## src/rtl/alu_operand_sequencer.sv

```systemverilog
// alu_operand_sequencer
// Collects a three-beat command (opcode, operand A, operand B) from an
// 8-bit valid/ready stream. It presents the command to the ALU stage
// as registered operands with a valid/ready handshake.
//
// Ports:
//   clk        - sole clock, rising edge
//   rst_n      - synchronous reset, ACTIVE-HIGH despite the _n suffix
//   in_data    - command beat (opcode beat uses [3:0], operands use [7:0])
//   in_valid   - upstream beat valid
//   in_ready   - block accepts a beat this cycle (registered)
//   op_a/op_b  - registered operands to the ALU stage
//   op_code    - registered ALU opcode
//   op_valid   - complete command presented (registered)
//   op_ready   - ALU stage accepts the command
//   abort      - drop any partial or pending command
//   err        - one-cycle pulse when a command times out between beats
//   txn_count  - number of issued commands, wraps at 256
module alu_operand_sequencer #(
    parameter int unsigned TIMEOUT = 15
) (
    input  logic       clk,
    input  logic       rst_n,
    input  logic [7:0] in_data,
    input  logic       in_valid,
    output logic       in_ready,
    output logic [7:0] op_a,
    output logic [7:0] op_b,
    output logic [3:0] op_code,
    output logic       op_valid,
    input  logic       op_ready,
    input  logic       abort,
    output logic       err,
    output logic [7:0] txn_count
);

    localparam int unsigned DATA_W = 8;
    localparam int unsigned CODE_W = 4;
    localparam int unsigned CNT_W  = 8;

    // Last idle-counter value before the timeout fires
    localparam logic [CNT_W-1:0] IDLE_LAST = CNT_W'(TIMEOUT - 1);

    typedef enum logic [1:0] {
        IDLE  = 2'd0,
        GET_A = 2'd1,
        GET_B = 2'd2,
        ISSUE = 2'd3
    } state_t;

    state_t              state_q;
    state_t              state_d;
    logic [CNT_W-1:0]    idle_cnt_q;
    logic [CNT_W-1:0]    idle_cnt_d;
    logic [DATA_W-1:0]   op_a_d;
    logic [DATA_W-1:0]   op_b_d;
    logic [CODE_W-1:0]   op_code_d;
    logic [CNT_W-1:0]    txn_count_d;
    logic                err_d;
    logic                in_ready_d;
    logic                op_valid_d;
    logic                beat;
    logic                issue;

    // Handshakes use the registered ready/valid, so there is no combinational
    // path from in_valid/op_ready back to in_ready/op_valid.
    assign beat  = in_valid && in_ready;
    assign issue = op_valid && op_ready;

    // Next-state and next-output logic
    always_comb begin
        state_d     = state_q;
        idle_cnt_d  = idle_cnt_q;
        op_a_d      = op_a;
        op_b_d      = op_b;
        op_code_d   = op_code;
        txn_count_d = txn_count;
        err_d       = 1'b0;

        if (abort) begin
            // Abort beats any same-cycle beat or issue.
            state_d    = IDLE;
            idle_cnt_d = '0;
        end else begin
            unique case (state_q)
                IDLE: begin
                    if (beat) begin
                        op_code_d  = in_data[CODE_W-1:0];
                        idle_cnt_d = '0;
                        state_d    = GET_A;
                    end
                end
                GET_A, GET_B: begin
                    if (beat) begin
                        if (state_q == GET_A) begin
                            op_a_d  = in_data;
                            state_d = GET_B;
                        end else begin
                            op_b_d  = in_data;
                            state_d = ISSUE;
                        end
                        idle_cnt_d = '0;
                    end else if (idle_cnt_q == IDLE_LAST) begin
                        // This idle cycle brings the count to TIMEOUT.
                        state_d    = IDLE;
                        idle_cnt_d = '0;
                        err_d      = 1'b1;
                    end else begin
                        idle_cnt_d = idle_cnt_q + CNT_W'(1);
                    end
                end
                ISSUE: begin
                    if (issue) begin
                        txn_count_d = txn_count + CNT_W'(1);
                        state_d     = IDLE;
                    end
                end
                default: state_d = IDLE;
            endcase
        end

        // Handshake flags are decoded from the next state and then registered.
        in_ready_d = (state_d != ISSUE);
        op_valid_d = (state_d == ISSUE);
    end

    // State and output registers, synchronous active-high reset
    always_ff @(posedge clk) begin
        if (rst_n) begin
            state_q    <= IDLE;
            idle_cnt_q <= '0;
            op_a       <= '0;
            op_b       <= '0;
            op_code    <= '0;
            txn_count  <= '0;
            err        <= 1'b0;
            in_ready   <= 1'b1;
            op_valid   <= 1'b0;
        end else begin
            state_q    <= state_d;
            idle_cnt_q <= idle_cnt_d;
            op_a       <= op_a_d;
            op_b       <= op_b_d;
            op_code    <= op_code_d;
            txn_count  <= txn_count_d;
            err        <= err_d;
            in_ready   <= in_ready_d;
            op_valid   <= op_valid_d;
        end
    end

endmodule

```

## config.mk

```make
export PLATFORM = sky130hd
export DESIGN_NAME = alu_operand_sequencer
export DESIGN_NICKNAME = d
export VERILOG_FILES = /design/src/rtl/alu_operand_sequencer.sv
export SDC_FILE = /design/constraint.sdc
export NUM_CORES = 1
export LEC_CHECK = 0
export CAP_MARGIN = 20
export CORE_ASPECT_RATIO = 1.25
export CORE_MARGIN = 2
export CORE_UTILIZATION = 44
export DETAILED_ROUTE_END_ITERATION = 16
export GPL_TIMING_DRIVEN = 0
export PLACE_DENSITY = 0.75
export SETUP_SLACK_MARGIN = 0.05
export SKIP_LAST_GASP = 1
export SLEW_MARGIN = 20
export SYNTH_ARGS = -nofsm -noshare
export SYNTH_HDL_FRONTEND = slang
export SYNTH_SLANG_ARGS = --single-unit
```

## constraint.sdc

```tcl
create_clock -name clk -period 1.9 [get_ports clk]
set_input_delay 0.38 -clock clk [delete_from_list [all_inputs] [get_ports clk]]
set_output_delay 0.38 -clock clk [all_outputs]
set_load 0.005 [all_outputs]
```

==> flow_metrics.env <==
export IMPL_synth_edf_count=0
export IMPL_globalplace_congestion=0.853
export IMPL_post_route_clock_period_utilization_pct=95.3
export IMPL_route_detailed_vias_per_inst=5.13
export IMPL_final_hold_violation_count=0
export IMPL_post_synth_top_count_cell="sky130_fd_sc_hd__dfxtp_1"
export IMPL_grt_max_degree=13
export IMPL_timing_max_slew_rel_slack_pct=68.3
export IMPL_final_hold_worst_slack_ps=458
export IMPL_pwr_share_comb_pct=8.9
export IMPL_hold_path_class="reg -> reg"
export IMPL_first_global_vias=1469
export IMPL_critical_path_endpoint_type="flop"
export IMPL_clock_tree_root_cell="sky130_fd_sc_hd__clkbuf_8"
export IMPL_clock_sinks=41
export IMPL_cts_max_path_buffers=2
export IMPL_max_cap_violations=0
export IMPL_fin_total_pwr_mw=1.74
export IMPL_route_final_wire_length_microns=4020
export IMPL_tritoncts="yes"
export IMPL_postSynthCellCount=208
export IMPL_drc=0
export IMPL_switching_power_mw=0.362
export IMPL_final_setup_skew_ps=7.76
export IMPL_worst_max_slew_pin_slew_ps=475
export IMPL_die_h_microns=75.8
export IMPL_synthDominantAreaCellType="sky130_fd_sc_hd__dfxtp_1"
export IMPL_vias=1648
export IMPL_timing_fmax_mhz=552
export IMPL_worstSetupPathType="in -> reg"
export IMPL_setup_viol=0
export IMPL_power_share_sequential_pct=50.4
export IMPL_drive_above_1_share_pct=10.6
export IMPL_crit_path_max_fanout=8
export IMPL_nets=284
export IMPL_design_core_area_sq_um=4030
export IMPL_register_area_share_after_synthesis_pct=45.2
export IMPL_synth_cell_type_count=39
export IMPL_worst_setup_path_start_kind="input port"
export IMPL_slew_viol_final=0
export IMPL_swShare_pct=20.8
export IMPL_layout_utilization_pct=62.4
export IMPL_tritoncts_buffer_count=5
export IMPL_grt_antenna_before_repair=0
export IMPL_placement_io_buffers=43
export IMPL_cts_htree_levels=2
export IMPL_p_leak_nw=0.904
export IMPL_most_used_flip_flop_cell_after_synthesis="sky130_fd_sc_hd__dfxtp_1"
export IMPL_status="complete, no violations"
export IMPL_starting_density_of_the_core_pct=45.0
export IMPL_floorplan_die_area_sq_um=4660
export IMPL_syn_num_nets=228
export IMPL_clkLatencyLatePin_ps=290
export IMPL_dr_pass1_iters=5
export IMPL_post_drt_wl_per_cell_microns=12.5
export IMPL_synth_area_leaders="sky130_fd_sc_hd__dfxtp_1, sky130_fd_sc_hd__nand2_1, sky130_fd_sc_hd__mux2i_1"
export IMPL_grt_overflow=0
export IMPL_grt_usage_pct=18.9
export IMPL_cts_reportedPaths_clkPinSlew_ps=70
export IMPL_cell_internal_pwr_mw=1.38
export IMPL_peakVddDrop_v=0.000644
export IMPL_row_count=26
export IMPL_grt_pass1_wl_microns=6530
export IMPL_die_width_microns=61.5
export IMPL_fraction_of_registers_with_async_set_reset_pct=0
export IMPL_final_min_clock_period_ps=1810
export IMPL_ys_ff_latch=41
export IMPL_synth_area_per_cell_sq_um=8.73
export IMPL_setup_repair_after_global_routing_missed_its_margin="yes"
export IMPL_diode_count=0
export IMPL_flow_area_growth_from_synthesis_pct=38.7
export IMPL_synthDominantCellAreaShare_pct=45.2
export IMPL_share_clk_of_total_power_pct=40.7
export IMPL_powerDensity_nw_per_um2=691
export IMPL_drtIter0Drc=112
export IMPL_yosysWarningCount=0
export IMPL_place_hpwl_microns=2880
export IMPL_post_synth_instance_area_sq_um=1820
export IMPL_io_pins=44
export IMPL_final_antenna_net_count=0
export IMPL_critPathArrivalTime_ps=2030
export IMPL_most_frequent_cells_after_synthesis="sky130_fd_sc_hd__dfxtp_1, sky130_fd_sc_hd__nand2_1, sky130_fd_sc_hd__a21oi_1"
export IMPL_required_ps=2110
export IMPL_cts_hold_buffers=0
## power by group through the flow
stage               clock, mW  sequential, mW  combinational (mW)
floorplan                   0           0.898              0.0671
global placement            0           0.899               0.134
detailed placement          0           0.899               0.136
CTS                     0.732           0.877               0.147
global route            0.768           0.878               0.167
finish                  0.709           0.877               0.154
## logic make-up after synthesis
kind of cell	share of synthesized area, %
buffers and inverters	3.72
adders and majority gates	4.82
muxes	5.51
AOI/OAI and AO/OA	13.0
DFF	45.2
xor gates and xnor gates	3.38
and+or+nand+nor	24.3
## state kept, by name (all words and copies together), names as in the netlist
register and cells:
err 1, idle_cnt_q 8, in_ready 1, op_a 8
op_b 8, op_code 4, op_valid 1, state_q 2
txn_count 8
## worst max-delay path, cell delays in order
cell and delay [ps]:
sky130_fd_sc_hd__clkdlybuf4s50_1 470, sky130_fd_sc_hd__or2_2 320, sky130_fd_sc_hd__clkbuf_1 240, sky130_fd_sc_hd__nor3_2 330
sky130_fd_sc_hd__nand2_1 130, sky130_fd_sc_hd__o22ai_1 170
## what timing repair did
action / 4_1_cts / 5_1_grt
resized for setup: 8 / 2
setup buffers: 3 / 3
gates cloned: 0 / 0
setup endpoints to repair: 5 / 6
pin swaps: 3 / 2
## layer usage
metal | GRT usage (%) | share of wire, % | up-vias
met5 | 0 | 0 | -
met4 | 7.09 | 2.3 | 0
met3 | 6.62 | 4.7 | 10
met2 | 30.4 | 49 | 41
met1 | 23.3 | 44 | 760
li1 | - | - | 837
## layout make-up
class | instances | area (sq um)
Tap cell | 56 | 70.1
Multi-Input combinational cell | 150 | 963
Sequential cell | 41 | 826
Fill cell | 364 | 1520
Clock inverter | 1 | 30.0
Inverter | 6 | 22.5
Buffer | 11 | 45.0
Clock buffer | 7 | 86.3
Timing Repair Buffer | 49 | 475
## final timing paths
check             slack [ps]             to  depth (start not counted)        from
hold / removal           460        op_a[2]                          2     op_a[2]
setup / recovery          90  idle_cnt_q[6]                          6       abort
hold reg to reg          460        op_a[2]                          2     op_a[2]
setup reg to reg         100  idle_cnt_q[4]                          6  state_q[0]
## cells in the final DEF, fill, tap and decap left out, types with 2 or more instances in the layout
master / instances
sky130_fd_sc_hd__nand4_1: 6
sky130_fd_sc_hd__a31oi_1: 4
sky130_fd_sc_hd__or3_1: 2
sky130_fd_sc_hd__and3b_1: 2
sky130_fd_sc_hd__nor3_2: 2
sky130_fd_sc_hd__o21ai_0: 4
sky130_fd_sc_hd__clkdlybuf4s50_1: 43
sky130_fd_sc_hd__nand2_1: 31
sky130_fd_sc_hd__dfxtp_1: 39
sky130_fd_sc_hd__inv_1: 5
sky130_fd_sc_hd__mux2i_1: 10
sky130_fd_sc_hd__a21oi_1: 18
sky130_fd_sc_hd__and3_1: 3
sky130_fd_sc_hd__buf_2: 3
sky130_fd_sc_hd__xnor2_1: 3
sky130_fd_sc_hd__buf_1: 2
sky130_fd_sc_hd__clkbuf_1: 7
sky130_fd_sc_hd__buf_4: 6
sky130_fd_sc_hd__ha_1: 6
sky130_fd_sc_hd__nand3_1: 9
sky130_fd_sc_hd__nor3_1: 5
sky130_fd_sc_hd__nand4b_1: 2
sky130_fd_sc_hd__xor2_1: 4
sky130_fd_sc_hd__nand3b_1: 2
sky130_fd_sc_hd__a32oi_1: 2
sky130_fd_sc_hd__clkbuf_8: 6
sky130_fd_sc_hd__nor2_1: 18
## metrics by stage
step                worst slack, ps  setup TNS [ps]  instance area (sq um)  instances
finish                         89.3               0                   2520        321
global route                   5.24               0                   2520        321
CTS                            54.9               0                   2490        318
detailed placement             -219           -2920                   2320        307
global placement               -219           -2690                   2320        307
floorplan                      87.8               0                   1820        208
No activity file was read; power rests on OpenSTA's default activity.
